==> src/rtl/range_pkg.sv <==
// Shared types and defaults for the Collatz range sweeper.
package range_pkg;

  localparam int unsigned COUNT_W = 16;

  typedef enum logic [2:0] {
    IDLE,
    LAUNCH,
    WAIT,
    ADDR,
    CAP,
    EMIT,
    FIN
  } sweep_state_t;

endpackage

==> src/rtl/range_sweeper.sv <==
// Host-side initiator for the Collatz range engine: launches one engine run, then streams back
// every stored (n, count) pair and tracks the largest count seen.
module range_sweeper #(
  parameter int unsigned RAM_WORDS     = 16,
  parameter int unsigned RAM_ADDR_BITS = 4,
  parameter int unsigned COUNT_W       = range_pkg::COUNT_W
) (
  input  logic               clk,
  input  logic               rst_n,
  input  logic               req_valid,
  output logic               req_ready,
  input  logic [31:0]        req_base,
  output logic               range_go,
  output logic [31:0]        range_start,
  input  logic               range_done,
  input  logic [COUNT_W-1:0] range_count,
  output logic               out_valid,
  input  logic               out_ready,
  output logic [31:0]        out_n,
  output logic [COUNT_W-1:0] out_count,
  output logic               out_last,
  output logic               sweep_done,
  output logic [31:0]        max_n,
  output logic [COUNT_W-1:0] max_count
);
  import range_pkg::*;

  localparam logic [RAM_ADDR_BITS-1:0] LastIdx = RAM_ADDR_BITS'(RAM_WORDS - 1);

  sweep_state_t             state_q, state_d;
  logic [31:0]              base_q;
  logic [RAM_ADDR_BITS-1:0] index_q;
  logic                     req_ready_q;
  logic [31:0]              out_n_q;
  logic [COUNT_W-1:0]       out_count_q;
  logic                     out_last_q;
  logic [31:0]              max_n_q;
  logic [COUNT_W-1:0]       max_count_q;
  logic [31:0]              cur_n;

  assign cur_n     = base_q + 32'(index_q);
  assign req_ready = req_ready_q;
  assign out_n     = out_n_q;
  assign out_count = out_count_q;
  assign out_last  = out_last_q;
  assign max_n     = max_n_q;
  assign max_count = max_count_q;

  always_comb begin
    state_d     = state_q;
    range_go    = 1'b0;
    range_start = 32'(index_q);
    out_valid   = 1'b0;
    sweep_done  = 1'b0;
    case (state_q)
      IDLE: begin
        if (req_valid && req_ready_q) state_d = LAUNCH;
      end
      LAUNCH: begin
        range_go    = 1'b1;
        range_start = base_q;
        state_d     = WAIT;
      end
      WAIT: begin
        if (range_done) state_d = ADDR;
      end
      ADDR: state_d = CAP;
      CAP:  state_d = EMIT;
      EMIT: begin
        out_valid = 1'b1;
        if (out_ready) state_d = out_last_q ? FIN : ADDR;
      end
      FIN: begin
        sweep_done = 1'b1;
        state_d    = IDLE;
      end
      default: state_d = IDLE;
    endcase
  end

  // req_ready is registered so it reads 0 while reset is held, rising the cycle after release.
  always_ff @(posedge clk or negedge rst_n) begin
    if (!rst_n) begin
      state_q     <= IDLE;
      req_ready_q <= 1'b0;
      base_q      <= '0;
      index_q     <= '0;
      out_n_q     <= '0;
      out_count_q <= '0;
      out_last_q  <= 1'b0;
      max_n_q     <= '0;
      max_count_q <= '0;
    end else begin
      state_q     <= state_d;
      req_ready_q <= (state_d == IDLE);
      case (state_q)
        IDLE: begin
          if (req_valid && req_ready_q) begin
            base_q      <= req_base;
            index_q     <= '0;
            max_n_q     <= '0;
            max_count_q <= '0;
          end
        end
        CAP: begin
          out_count_q <= range_count;
          out_n_q     <= cur_n;
          out_last_q  <= (index_q == LastIdx);
          // Strict compare: ties keep the lowest index.
          if (range_count > max_count_q) begin
            max_count_q <= range_count;
            max_n_q     <= cur_n;
          end
        end
        EMIT: begin
          if (out_ready && !out_last_q) index_q <= index_q + 1'b1;
        end
        default: ;
      endcase
    end
  end

endmodule
==> config.mk <==
export PLATFORM = sky130hd
export DESIGN_NAME = range_sweeper
export DESIGN_NICKNAME = d
export VERILOG_FILES = /design/src/rtl/range_pkg.sv /design/src/rtl/range_sweeper.sv
export SDC_FILE = /design/constraint.sdc
export NUM_CORES = 1
export LEC_CHECK = 0
export BUFFER_PORTS_ARGS = -buffer_cell sky130_fd_sc_hd__buf_2
export CAP_MARGIN = 40
export CORE_ASPECT_RATIO = 1.5
export CORE_MARGIN = 3
export CORE_UTILIZATION = 57
export CTS_BUF_LIST = sky130_fd_sc_hd__clkbuf_16
export DETAILED_ROUTE_END_ITERATION = 10
export GPL_ROUTABILITY_DRIVEN = 0
export HOLD_SLACK_MARGIN = 0.1
export MAX_ROUTING_LAYER = met4
export PLACE_DENSITY_LB_ADDON = 0.15
export SLEW_MARGIN = 20
export SYNTH_ARGS = -nofsm -noshare
export SYNTH_HDL_FRONTEND = slang
export SYNTH_SLANG_ARGS = --single-unit
==> constraint.sdc <==
create_clock -name clk -period 7.2 [get_ports clk]
set_input_delay 1.44 -clock clk [delete_from_list [all_inputs] [get_ports clk]]
set_output_delay 1.44 -clock clk [all_outputs]
set_load 0.02 [all_outputs]
==> results.yml <==
logic_synthesis:
  synthArstFlopShare_pct: 100
  synth_seq_area_share_pct: 50.3
  avgSynthCellArea_um2: 11.3
  ys.flop_type: "dfrtp_1"
  ys_ff_latch: 137
  synth.distinct_cells: 46
  synth_fp_nets: 675
  ys_warn_count: 0
  syn_area_um2: 6810
  synth-edff-count: 0
  syn_inst: 600
timing:
  finalHoldViolCount: 0
  clock_skew_ps: 8.36
  maxSlewHeadroom_pct: 47.4
  fin_crit_sh_pct: 51.6
  maxSlewViolCount: 0
  fmax_mhz: 269
  worst_pin_slew_ps: 789
  min_period_ps: 3720
  final.setup.tns_ps: 0
  fin_ws_ps: 3480
  report.final.setup_viol: 0
  rsz0062_at_grt: "no"
critical_path:
  timing.rr.start: "index_q[0]"
  critPathLaunchType: "flop"
  worstRegToRegCells: 8
  cp.required_ps: 5760
  cp.arrival_ps: 2280
  worstSetupStartpoint: "state_q[0]"
  timing.rr.end: "max_n[24]"
  path_class: "flop to output port"
  crit_chain: "nor2b_1, nor2b_2, buf_4, mux2_2, buf_2"
  r2r_slack_ps: 4310
  cp_max_fo: 34
  slowest_stage: "dfrtp_1"
  critPathCaptureType: "output port"
  cpPeakStageDelay_ps: 470
cts:
  path_clk_slew_ps: 50
  cts.repair.resized: 0
  root_buffer: "clkbuf_16"
  tritoncts: "yes"
  postCtsSetupBuffers: 0
  cts-buffers-inserted: 17
  htreeDepth: 4
  clockBufferDepth: 2
  cts.sinks: 137
  hold_buffers: 0
  insertion_delay_ps: 410
place:
  dpl_cell_area_um2: 7860
  dp_slack_ps: 3300
  dp_hpwl_mm: 12.1
  port_buffers: 185
outcome:
  status: "completed"
detailed_routing:
  drc: 0
  dr.pass1.iters: 4
  vias: 5380
  wl_per_cell_um: 18.2
  drt_wl_total_mm: 17.0
  viasPerCell: 5.73
  drtAntennaViolNets: 0
  drt_first_iter_violations: 263
floorplan:
  io_pins: 186
  die_h_um: 140
  die_width_um: 95.2
  core_area_um2: 11600
  start_util_pct: 58.7
  rows: 48
  dieArea_um2: 13300
power:
  pwr-share-clk_pct: 20.1
  power.leakage_uw: 0.00444
  intPower_uw: 2270
  power.switching_uw: 1540
  switching_share_pct: 40.4
  powerDensity_nw_per_um2: 454
  ir_worst_vdd_mv: 0.284
  p_seq_share_pct: 37.0
  p_comb_share_pct: 42.9
run:
  max-cap-violations: 0
grt:
  grt_max_degree: 76
  grt_usage_pct: 27.7
  grt_pass1_vias: 5653
  antenna_found_initial: 0
  grt-ovfl-total: 0
  grt_pass1_wl_mm: 27.9
cells_and_area:
  multiInputGateArea_um2: 3150
  design_area_um2: 8390
  mostFrequentLayoutCells: "184 x buf_2, 137 x dfrtp_1, 59 x mux2_2"
  n_fill_cell: 885
  layout-drive-gt1-share_pct: 38.4
  regArea_um2: 3430
  area_growth_pct: 23.3
  nets: 853
  diodes: 0
  final_common_cell: "buf_2"
worst_hold_path:
  whs_path_depth: 1
  hp-class: "flop to flop"
  min_to: "out_n[9]"
  min_from: "out_n[9]"
[sequential cells by signal, summed over array words and instances, names as in the netlist]
signal and cells:
out_n 32, req_ready 1, max_count 16, out_count 16
index_q 4, out_last 1, base_q 32, max_n 32
state_q 3
[synth_stat cells, types with 2 or more instances]
cell type / n / share of area, %
a22o_1: 2 / 0.26
a211oi_1: 4 / 0.44
a21oi_1: 28 / 2.1
and2_1: 48 / 4.4
or3_1: 6 / 0.55
inv_1: 24 / 1.3
nor3_1: 3 / 0.22
nand2_1: 34 / 1.9
ha_1: 21 / 3.9
nor2_1: 14 / 0.77
nand2b_1: 9 / 0.83
and4_1: 4 / 0.51
mux2i_1: 8 / 1.2
o21ai_0: 13 / 0.96
xnor2_1: 4 / 0.51
or4_1: 17 / 1.9
nand3_1: 11 / 0.81
clkbuf_1: 28 / 1.5
mux2_4: 18 / 4.0
and3_1: 2 / 0.18
xor2_1: 3 / 0.39
mux2_2: 59 / 9.8
buf_2: 3 / 0.22
nor4_1: 5 / 0.46
nand4_1: 9 / 0.83
o31ai_1: 13 / 1.4
nor2b_1: 4 / 0.37
buf_6: 2 / 0.33
dfrtp_1: 137 / 50
a21o_1: 51 / 5.6
[cell families (layout without fill, tap and decap cells)]
family	Yosys count	after routing	share of synthesized area, %
adders and majority gates	22	22	4.15
buffers and inverters	59	248	3.58
DFF	137	137	50.3
and+or+nand+nor	172	172	14.5
muxes	85	85	14.9
AOI/OAI and AO/OA	118	118	11.7
xor gates and xnor gates	7	7	0.900
[power by group through the flow]
stage / registers (uW) / clock network, uW / logic, uW
after floorplan: 1640 / 0 / 845
after CTS: 1410 / 781 / 1650
after global placement: 1400 / 0 / 1590
after detailed placement: 1420 / 0 / 1640
final: 1410 / 767 / 1630
after global routing: 1470 / 816 / 1780
[critical path: cells and delay by family, from the launching register on]
kind / cells / cell delay (ps)
buffers and inverters: 2 / 500
DFF: 1 / 470
muxes: 1 / 400
and+or+nand+nor: 2 / 500
[final cells by class]
class / instances / share of cell area, %
multi-input combinational: 404 / 37.5
inverter: 24 / 1.07
clock buffer: 17 / 5.07
sequential: 137 / 40.8
clock inverter: 13 / 1.09
tap: 150 / 2.24
timing repair buffer: 194 / 12.2
[through the flow]
| step | power [uW] | instances | util [%] | hold slack (ps) |
|---|---|---|---|---|
| after floorplan | 2490 | 600 | - | 504 |
| after global placement | 2980 | 907 | 67.6 | 455 |
| after detailed placement | 3060 | 908 | 67.8 | 460 |
| after CTS | 3840 | 938 | 72.2 | 473 |
| after global routing | 4060 | 939 | 72.4 | 481 |
| final | 3810 | 939 | 72.4 | 469 |
[worst max-delay path by stage]
stage / cells after the start / to
6_report: 5 / range_start[3]
5_1_grt: 5 / range_start[3]
4_1_cts: 5 / range_start[3]
3_5_place_dp: 8 / max_n[0]
3_3_place_gp: 8 / max_n[20]
2_1_floorplan: 8 / max_n[12]
[per-layer routing]
| layer | track usage, % | routed length (um) | up-vias | share of wire [%] |
|---|---|---|---|---|
| met1 | 31.0 | 6430 | 2671 | 38 |
| met3 | 5.95 | 958 | 36 | 5.6 |
| met4 | 11.0 | 459 | 0 | 2.7 |
| met2 | 47.3 | 9190 | 168 | 54 |
| met5 | - | 0 | - | 0 |
| li1 | - | - | 2505 | - |
No activity file was read; power rests on OpenSTA's default activity.
